<file path="src/rtl/gray_mon.sv">
// gray_mon: monitors a 4-bit Gray-coded stream. It decodes each accepted sample to binary,
// classifies the change against the previous accepted sample (repeat / single-bit step / error),
// reports the step direction, counts errors with saturation, and tracks lock via a small FSM.
// Two register stages: the input capture stage, then the decode/compare/output stage.
module gray_mon #(
  parameter int LOCK_CNT = 4,
  parameter int ERRW     = 8
) (
  input  logic            clk,
  input  logic            rst_n,
  input  logic [3:0]      in_gray,
  input  logic            in_valid,
  output logic [3:0]      out_bin,
  output logic            out_valid,
  output logic            step,
  output logic            dir_up,
  output logic            step_err,
  output logic [ERRW-1:0] err_cnt,
  output logic            locked
);

  typedef enum logic [1:0] {
    ST_IDLE   = 2'd0,
    ST_TRACK  = 2'd1,
    ST_LOCKED = 2'd2
  } state_t;

  localparam logic [3:0]      LOCK_CNT_C = 4'(LOCK_CNT);
  localparam logic [ERRW-1:0] ERR_MAX    = {ERRW{1'b1}};

  // Gray to binary: each binary bit is the XOR of all Gray bits at and above it.
  function automatic logic [3:0] gray2bin(input logic [3:0] g);
    logic [3:0] b;
    b[3] = g[3];
    b[2] = b[3] ^ g[2];
    b[1] = b[2] ^ g[1];
    b[0] = b[1] ^ g[0];
    return b;
  endfunction

  // Number of set bits, used as the Hamming distance between two Gray codes.
  function automatic logic [2:0] popcount4(input logic [3:0] v);
    return 3'(v[0]) + 3'(v[1]) + 3'(v[2]) + 3'(v[3]);
  endfunction

  logic [3:0]      s1_gray_q, s1_gray_d;
  logic            s1_valid_q, s1_valid_d;
  logic [3:0]      ref_gray_q, ref_gray_d;
  state_t          state_q, state_d;
  logic [3:0]      gcnt_q, gcnt_d;
  logic [3:0]      out_bin_q, out_bin_d;
  logic            out_valid_q, out_valid_d;
  logic            step_q, step_d;
  logic            dir_up_q, dir_up_d;
  logic            step_err_q, step_err_d;
  logic [ERRW-1:0] err_cnt_q, err_cnt_d;
  logic            locked_q, locked_d;

  logic [3:0]      new_bin_s;
  logic [3:0]      ref_bin_s;
  logic [2:0]      dist_s;
  logic [3:0]      gcnt_inc_s;
  logic            good_s;
  logic            bad_s;

  // Next-state computation for both pipeline stages and the lock FSM.
  always_comb begin
    s1_valid_d  = in_valid;
    s1_gray_d   = s1_gray_q;
    ref_gray_d  = ref_gray_q;
    state_d     = state_q;
    gcnt_d      = gcnt_q;
    out_bin_d   = out_bin_q;
    out_valid_d = 1'b0;
    step_d      = 1'b0;
    dir_up_d    = dir_up_q;
    step_err_d  = 1'b0;
    err_cnt_d   = err_cnt_q;

    new_bin_s  = gray2bin(s1_gray_q);
    ref_bin_s  = gray2bin(ref_gray_q);
    dist_s     = popcount4(s1_gray_q ^ ref_gray_q);
    gcnt_inc_s = gcnt_q + 4'd1;
    good_s     = (dist_s == 3'd1);
    bad_s      = (dist_s >= 3'd2);

    if (in_valid) begin
      s1_gray_d = in_gray;
    end else begin
      s1_gray_d = s1_gray_q;
    end

    if (s1_valid_q) begin
      out_valid_d = 1'b1;
      out_bin_d   = new_bin_s;
      ref_gray_d  = s1_gray_q;
      case (state_q)
        ST_IDLE: begin
          // First sample only establishes the reference.
          state_d = ST_TRACK;
          gcnt_d  = 4'd0;
        end
        ST_TRACK: begin
          if (good_s) begin
            gcnt_d = gcnt_inc_s;
            if (gcnt_inc_s == LOCK_CNT_C) begin
              state_d = ST_LOCKED;
            end else begin
              state_d = ST_TRACK;
            end
          end else if (bad_s) begin
            gcnt_d = 4'd0;
          end else begin
            gcnt_d = gcnt_q;
          end
        end
        ST_LOCKED: begin
          if (bad_s) begin
            state_d = ST_TRACK;
            gcnt_d  = 4'd0;
          end else begin
            state_d = ST_LOCKED;
          end
        end
        default: begin
          state_d = ST_IDLE;
          gcnt_d  = 4'd0;
        end
      endcase

      // Step/error flags apply in every state except the reference-loading one.
      if (state_q != ST_IDLE && good_s) begin
        step_d   = 1'b1;
        dir_up_d = (new_bin_s == (ref_bin_s + 4'd1));
      end else if (state_q != ST_IDLE && bad_s) begin
        step_err_d = 1'b1;
        if (err_cnt_q != ERR_MAX) begin
          err_cnt_d = err_cnt_q + {{(ERRW-1){1'b0}}, 1'b1};
        end else begin
          err_cnt_d = err_cnt_q;
        end
      end else begin
        step_d     = 1'b0;
        step_err_d = 1'b0;
      end
    end else begin
      out_valid_d = 1'b0;
    end

    locked_d = (state_d == ST_LOCKED);
  end

  // All state registers; reset discards in-flight samples and returns the FSM to IDLE.
  always_ff @(posedge clk or negedge rst_n) begin
    if (!rst_n) begin
      s1_gray_q   <= 4'd0;
      s1_valid_q  <= 1'b0;
      ref_gray_q  <= 4'd0;
      state_q     <= ST_IDLE;
      gcnt_q      <= 4'd0;
      out_bin_q   <= 4'd0;
      out_valid_q <= 1'b0;
      step_q      <= 1'b0;
      dir_up_q    <= 1'b0;
      step_err_q  <= 1'b0;
      err_cnt_q   <= {ERRW{1'b0}};
      locked_q    <= 1'b0;
    end else begin
      s1_gray_q   <= s1_gray_d;
      s1_valid_q  <= s1_valid_d;
      ref_gray_q  <= ref_gray_d;
      state_q     <= state_d;
      gcnt_q      <= gcnt_d;
      out_bin_q   <= out_bin_d;
      out_valid_q <= out_valid_d;
      step_q      <= step_d;
      dir_up_q    <= dir_up_d;
      step_err_q  <= step_err_d;
      err_cnt_q   <= err_cnt_d;
      locked_q    <= locked_d;
    end
  end

  assign out_bin   = out_bin_q;
  assign out_valid = out_valid_q;
  assign step      = step_q;
  assign dir_up    = dir_up_q;
  assign step_err  = step_err_q;
  assign err_cnt   = err_cnt_q;
  assign locked    = locked_q;

endmodule
</file>
<file path="config.mk">
export PLATFORM = sky130hd
export DESIGN_NAME = gray_mon
export DESIGN_NICKNAME = d
export VERILOG_FILES = /design/src/rtl/gray_mon.sv
export SDC_FILE = /design/constraint.sdc
export NUM_CORES = 1
export LEC_CHECK = 0
export ABC_AREA = 1
export CORE_ASPECT_RATIO = 0.8
export CORE_MARGIN = 5
export CORE_UTILIZATION = 49
export DETAILED_ROUTE_END_ITERATION = 8
export PLACE_DENSITY = 0.75
export SLEW_MARGIN = 20
export SYNTH_ARGS = -nofsm -noshare
export SYNTH_HDL_FRONTEND = slang
export SYNTH_SLANG_ARGS = --single-unit
</file>
<file path="constraint.sdc">
create_clock -name clk -period 2.5 [get_ports clk]
set_input_delay 0.75 -clock clk [delete_from_list [all_inputs] [get_ports clk]]
set_output_delay 0.75 -clock clk [all_outputs]
set_load 0.1 [all_outputs]
</file>
---- After elaboration in Yosys (flattened, before gate mapping) ----
Cells that the tools add are included.
cells by class
  reductions and logical operators ........ 6
  muxes and demuxes ....................... 14
  order comparisons ....................... 1
  equality and inequality tests ........... 7
  $add $sub $neg .......................... 6
  bitwise logic cells ..................... 8
operators by type and width
  operator             count
  $add 4x1->4 const B  2
  $add 8x1->8 const B  1
  $mux 2               4
  $mux 4               2
  $ne 8x8->1 const B   1
  $pmux 4 s2           1
  $mux 1               6
  $pmux 2 s3           1
  $xor 1x1->1          6
  $eq 2x2->1 const B   2
  $eq 4x3->1 const B   1
  $eq 4x4->1           1
  $reduce_and 4->1     1
  $xor 4x4->4          1
  $add 2x1->3          1
  $add 3x1->3          1
  $eq 3x1->1 const B   1
  $ge 3x2->1 const B   1
  $add 1x1->2          1
  $eq 2x1->1 const B   1
  $logic_and 1x1->1    2
  $logic_not 2->1      1
  $reduce_and 2->1     1
  $reduce_bool 2->1    1
  $not 1->1            1
word-level totals
  register bits after elaboration ......... 32
  logic and storage cells ................. 54
  output and inout port bits .............. 17

---- Logic depth before layout (Yosys ltp) ----
Gate-level depths: netlist of the first run.
  depth after elaboration ................. 9
  mapped depth ............................ 15
  gate-level depth less buffers ........... 15

---- Worst setup path after synthesis of the first run ----
OpenSTA, ideal clock, no wires.
  path type ............................... reg-to-reg
  start ................................... register ref_gray_q[3]
  end ..................................... register locked_q, in the netlist locked
  setup time .............................. 0.121 ns
  data arrival time ....................... 2.367 ns
  data required time ...................... 2.379 ns
  stages on the path, launching flop included .. 13
  clock period less this slack ............ 2.488 ns
  path buffers ............................ 0
  setup slack ............................. 0.012 ns
  cell sequence ........................... dfrtp_1 > xnor2_1 > inv_1 > fa_1 > ha_1 > inv_1 > ha_1 > nor2_1 > nand3_1 > nand3_1 > nand2_1 > a21oi_1 > nor2_1
between the ends
  longest elaborated chain between the ends .. 7
RTL lines
  what                                      line      source
  start: declaration                        48        logic [3:0] ref_gray_q, ref_gray_d;
  start signal: assignment                  171       ref_gray_q <= ref_gray_d;
  $xor 4x4->4 (*)                           82        dist_s = popcount4(s1_gray_q ^ ref_gray_q);
  $add 3x1->3 (*)                           43        return 3'(v[0]) + 3'(v[1]) + 3'(v[2]) + 3'(v[3]);
  $ge 3x2->1 or $eq 3x1->1 (tied branches)  85, 84
  $mux 2 (on tied branches)                 118, 104
  $pmux 2 s3 (*)                            97        case (state_q)
  $mux 2 (*)                                93        if (s1_valid_q) begin
  $eq 2x2->1 (*)                            150       locked_d = (state_d == ST_LOCKED);
  named net locked_d                        57        logic locked_q, locked_d;
  end signal: assignment                    180       locked_q <= locked_d;
  end: declaration                          57
The timed path passes the listed nets; every way through them passes the cells marked *.
A chain may end at the register's enable or synchronous reset.

---- Final worst setup path of the first run ----
  start ................................... register s1_gray_q[3]
  end ..................................... register err_cnt_q[0], in the netlist err_cnt[0]
between the ends
  longest elaborated chain between the ends .. 6
RTL lines
  what                                                                line  source
  start: declaration                                                  46    logic [3:0] s1_gray_q, s1_gray_d;
  start signal: assignment                                            169   s1_gray_q <= s1_gray_d;
  $xor 4x4->4 (*)                                                     82
  $add 3x1->3 (*)                                                     43
  parallel branches: the longest is 3 deep, another holds $ge 3x2->1  n/a
  $reduce_and 4->1 (no line) (*)                                      n/a
  end signal: assignment                                              166   err_cnt_q <= {ERRW{1'b0}};
  end signal: assignment                                              179   err_cnt_q <= err_cnt_d;
  end: declaration                                                    56    logic [ERRW-1:0] err_cnt_q, err_cnt_d;
Mark *: on every way between the ends.

==> results.md, run 1 <==
- Die area: 0.00485 mm²
- Period Utilization, post-route: 0.999
- Final #Nets: 272
- DRC violation count after routing: 0
- Final Worst Setup Slack: 2.42 ps
- Final Max Tran Viols: 0
- Cell area power density: 1090 mW/mm²
- Core ar.: 0.00342 mm²
- CP startpoint kind: register
- Slew headroom: 0.715
- CP arrival: 2660 ps
- H-Tree Depth: 2
- Clk root buf: clkbuf_8
- WP data required: 2670 ps
- Fmax: 400 MHz
- Clk pin slew, worst setup/hold paths: 60 ps
- Highest routed layer: met4
- Net Count, Synth: 229
- Clock Power Share: 0.156
- Overall power: 2.45 mW
- Pint: 1.22 mW
- Worst Skew: 7.24 ps
- Height of the die: 63.3 µm
- Final hold violation count: 0
- Actual slew at the worst max-slew pin: 426 ps
- GR Overflow Total: 0
- Hold Path Class: register to register
- Number of synthesized register bits: 31
- Synthesis-to-layout area growth: 28.9%
- Synth Area per Inst: 8.28 µm²
- CP Capture Type: register
- Wire per inst: 12.6 µm
- Met1 Routed Length: 1800 µm
- Seq/Total Area, Yosys: 0.446
- DRT antenna net count: 0
- Setup WS pre-CTS: -53.3 ps
- Worst-Skew Late Latency: 290 ps
- CTS Hold Bufs: 0
- Worst vdd ir: 0.974 mV
- Starting DRT DRC Count: 92
- CTS Sinks: 31
- Avg Vias per Cell: 4.97
- Async S/R FF share, synth: 1.00
- Worst setup path class: register to register
- Power share of the combinational group: 0.565
- First-pass GRT wire length: 5870 µm
- Post-synth cell types: 25
- Starting Density: 0.508
- Via count: 1470
- Mapped Area: 0.00174 mm²
- Maxcap violations: 0
- Met3 wire length: 154 µm
- GRT Total Usage: 0.152
- Setup total negative slack: 0 ps
- Clock Path Buffers: 2
- Final setup viols: 0
- Reg power frac: 0.279
- Ys Warns: 0
- Switching pwr: 1.23 mW
- Status: completed
- EDFF count, synth: 0
- Antenna violations before repair: 0
- RSZ-0062 raised after global routing: yes
- GPL Wtd Cong: 0.848
- Antenna Cells: 0
- IO Count: 24
- Final wirelength: 3730 µm
- Port Buffers: 23
- CP Max Fanout: 5
- DR WL met2: 1730 µm
- Largest net degree at the start of global routing: 32
- Leakage: 1.17 nW
- R2r setup slk: 2 ps
- Crit path time final: 2500 ps
- Top_reg_cell synth: dfrtp_1
- Rows: 19
- Cts bufs inserted: 5
- Vias in the first global route: 1364
- Die width: 76.6 µm
- Layout cells sized above 1: 0.232
- Net Sw Frac: 0.502
- Drt first pass iters: 4
- CTS tree: done
- Syn Inst Count: 210
- Hpwl dp: 2620 µm
timing repair:
action	in CTS	in global routing
cloned	0	1
pin swaps	7	4
setup endpoints to repair	14	16
gates resized for setup	7	13
buffers inserted	2	2
per-layer routing:
metal,vias to the layer above,GRT usage
li1,766,-
met1,672,0.200
met2,28,0.231
met3,4,0.0370
met4,0,0.0808
met5,-,0
logic make-up (layout without fill, tap and decap cells):
group | after synthesis | count (layout) | synth area share
muxes | 1 | 1 | 0.00576
buffers and inverters | 31 | 74 | 0.0691
and+or+nand+nor | 100 | 101 | 0.256
AOI/OAI and AO/OA | 23 | 23 | 0.0713
xor gates and xnor gates | 12 | 12 | 0.0605
adders and majority gates | 12 | 12 | 0.0907
DFF | 31 | 31 | 0.446
power groups by stage:
stage          Sequential (mW)  Clock (mW)  Combinational, mW
6_report                 0.684       0.381               1.38
5_1_grt                  0.701       0.415               1.49
4_1_cts                  0.683       0.390               1.28
3_5_place_dp             0.691           0               1.22
3_3_place_gp             0.689           0               1.21
2_1_floorplan             1.11           0              0.506
Yosys cell counts (2+ instances only):
master	instances	area, µm²
xor2_1	7	61.3
a21oi_1	4	20.0
inv_1	28	105
o22ai_1	2	12.5
nand4_1	3	18.8
xnor2_1	5	43.8
ha_1	11	138
o21ai_0	14	70.1
nand3b_1	2	15.0
nor3_1	2	10.0
nand3_1	20	100
dfrtp_1	31	776
nand2_1	63	236
nor2_1	7	26.3
cells in the final DEF, fill, tap and decap left out:
cell	instances
nand2_1	59
dfrtp_1	31
buf_4	30
inv_1	27
nand3_1	18
o21ai_0	12
ha_1	9
xor2_1	7
nor2_1	7
clkdlybuf4s50_1	6
nand2_2	5
clkbuf_8	5
xnor2_1	4
nand4_1	3
o21ai_2	3
clkinv_2	3
inv_2	2
nand3b_1	2
a21oi_1	2
a21oi_2	2
o22ai_1	2
nand3_4	1
xnor2_2	1
nand3_2	1
nor3_2	1
nor4_4	1
o221ai_1	1
and2_1	1
o211ai_1	1
nand2_4	1
nor3_1	1
mux2i_1	1
fa_1	1
ha_2	1
ha_4	1
buf_6	1
through the flow:
stage	instance area, µm²	cells	utilization	hold WS (ps)
final	2240	296	0.654	484
after global placement	2040	283	0.596	472
after CTS	2170	293	0.633	494
after global routing	2240	296	0.654	530
after detailed placement	2040	283	0.596	478
after floorplan	1740	210	-	454
path summary, 6_finish.rpt:
| path | start | end | cells past startpoint |
|---|---|---|---|
| worst max-delay path | s1_gray_q[3] | err_cnt[0] | 12 |
| worst min-delay path | dir_up | dir_up | 2 |
| worst max register to register | s1_gray_q[3] | err_cnt[0] | 12 |
| worst min register to register | dir_up | dir_up | 2 |
| max in group asynchronous | rst_n | s1_gray_q[1] | 2 |
| min in group asynchronous | rst_n | state_q[1] | 2 |
worst max-delay path, stage by stage (launching register included):
cell and delay, ps:
dfrtp_1 420, xnor2_2 190, inv_1 80, fa_1 490, ha_2 190, inv_2 50
ha_4 250, nor2_1 30, buf_4 150, nor4_4 110, buf_4 180, nand2_4 70
xor2_1 160
layout make-up:
cell class	count	area, µm²
Timing Repair Buffer	37	297
Clock inverter	3	15.0
Fill cell	297	1180
Tap cell	42	52.6
Sequential cell	31	776
Inverter	29	109
Multi-Input combinational cell	149	922
Clock buffer	5	68.8
registers in the layout (all words and copies together), names as in the netlist:
signal,flops
err_cnt,8
gcnt_q,4
ref_gray_q,4
s1_gray_q,4
out_bin,3
state_q,2
dir_up,1
locked,1
out_valid,1
s1_valid_q,1
step,1
step_err,1
No activity file was read; power rests on OpenSTA's default activity.
==> run 2, diff against run 1 <==
CAP_MARGIN = 20   (was default)
==> results of run 2 <==
The final DEF is identical to that of run 1; final timing and power are the same.
==> run 3, diff against run 2 <==
CTS_BUF_LIST = sky130_fd_sc_hd__clkbuf_8 sky130_fd_sc_hd__clkbuf_16   (was default)
==> results of run 3 <==
The final DEF is identical to that of run 1; final timing and power are the same.
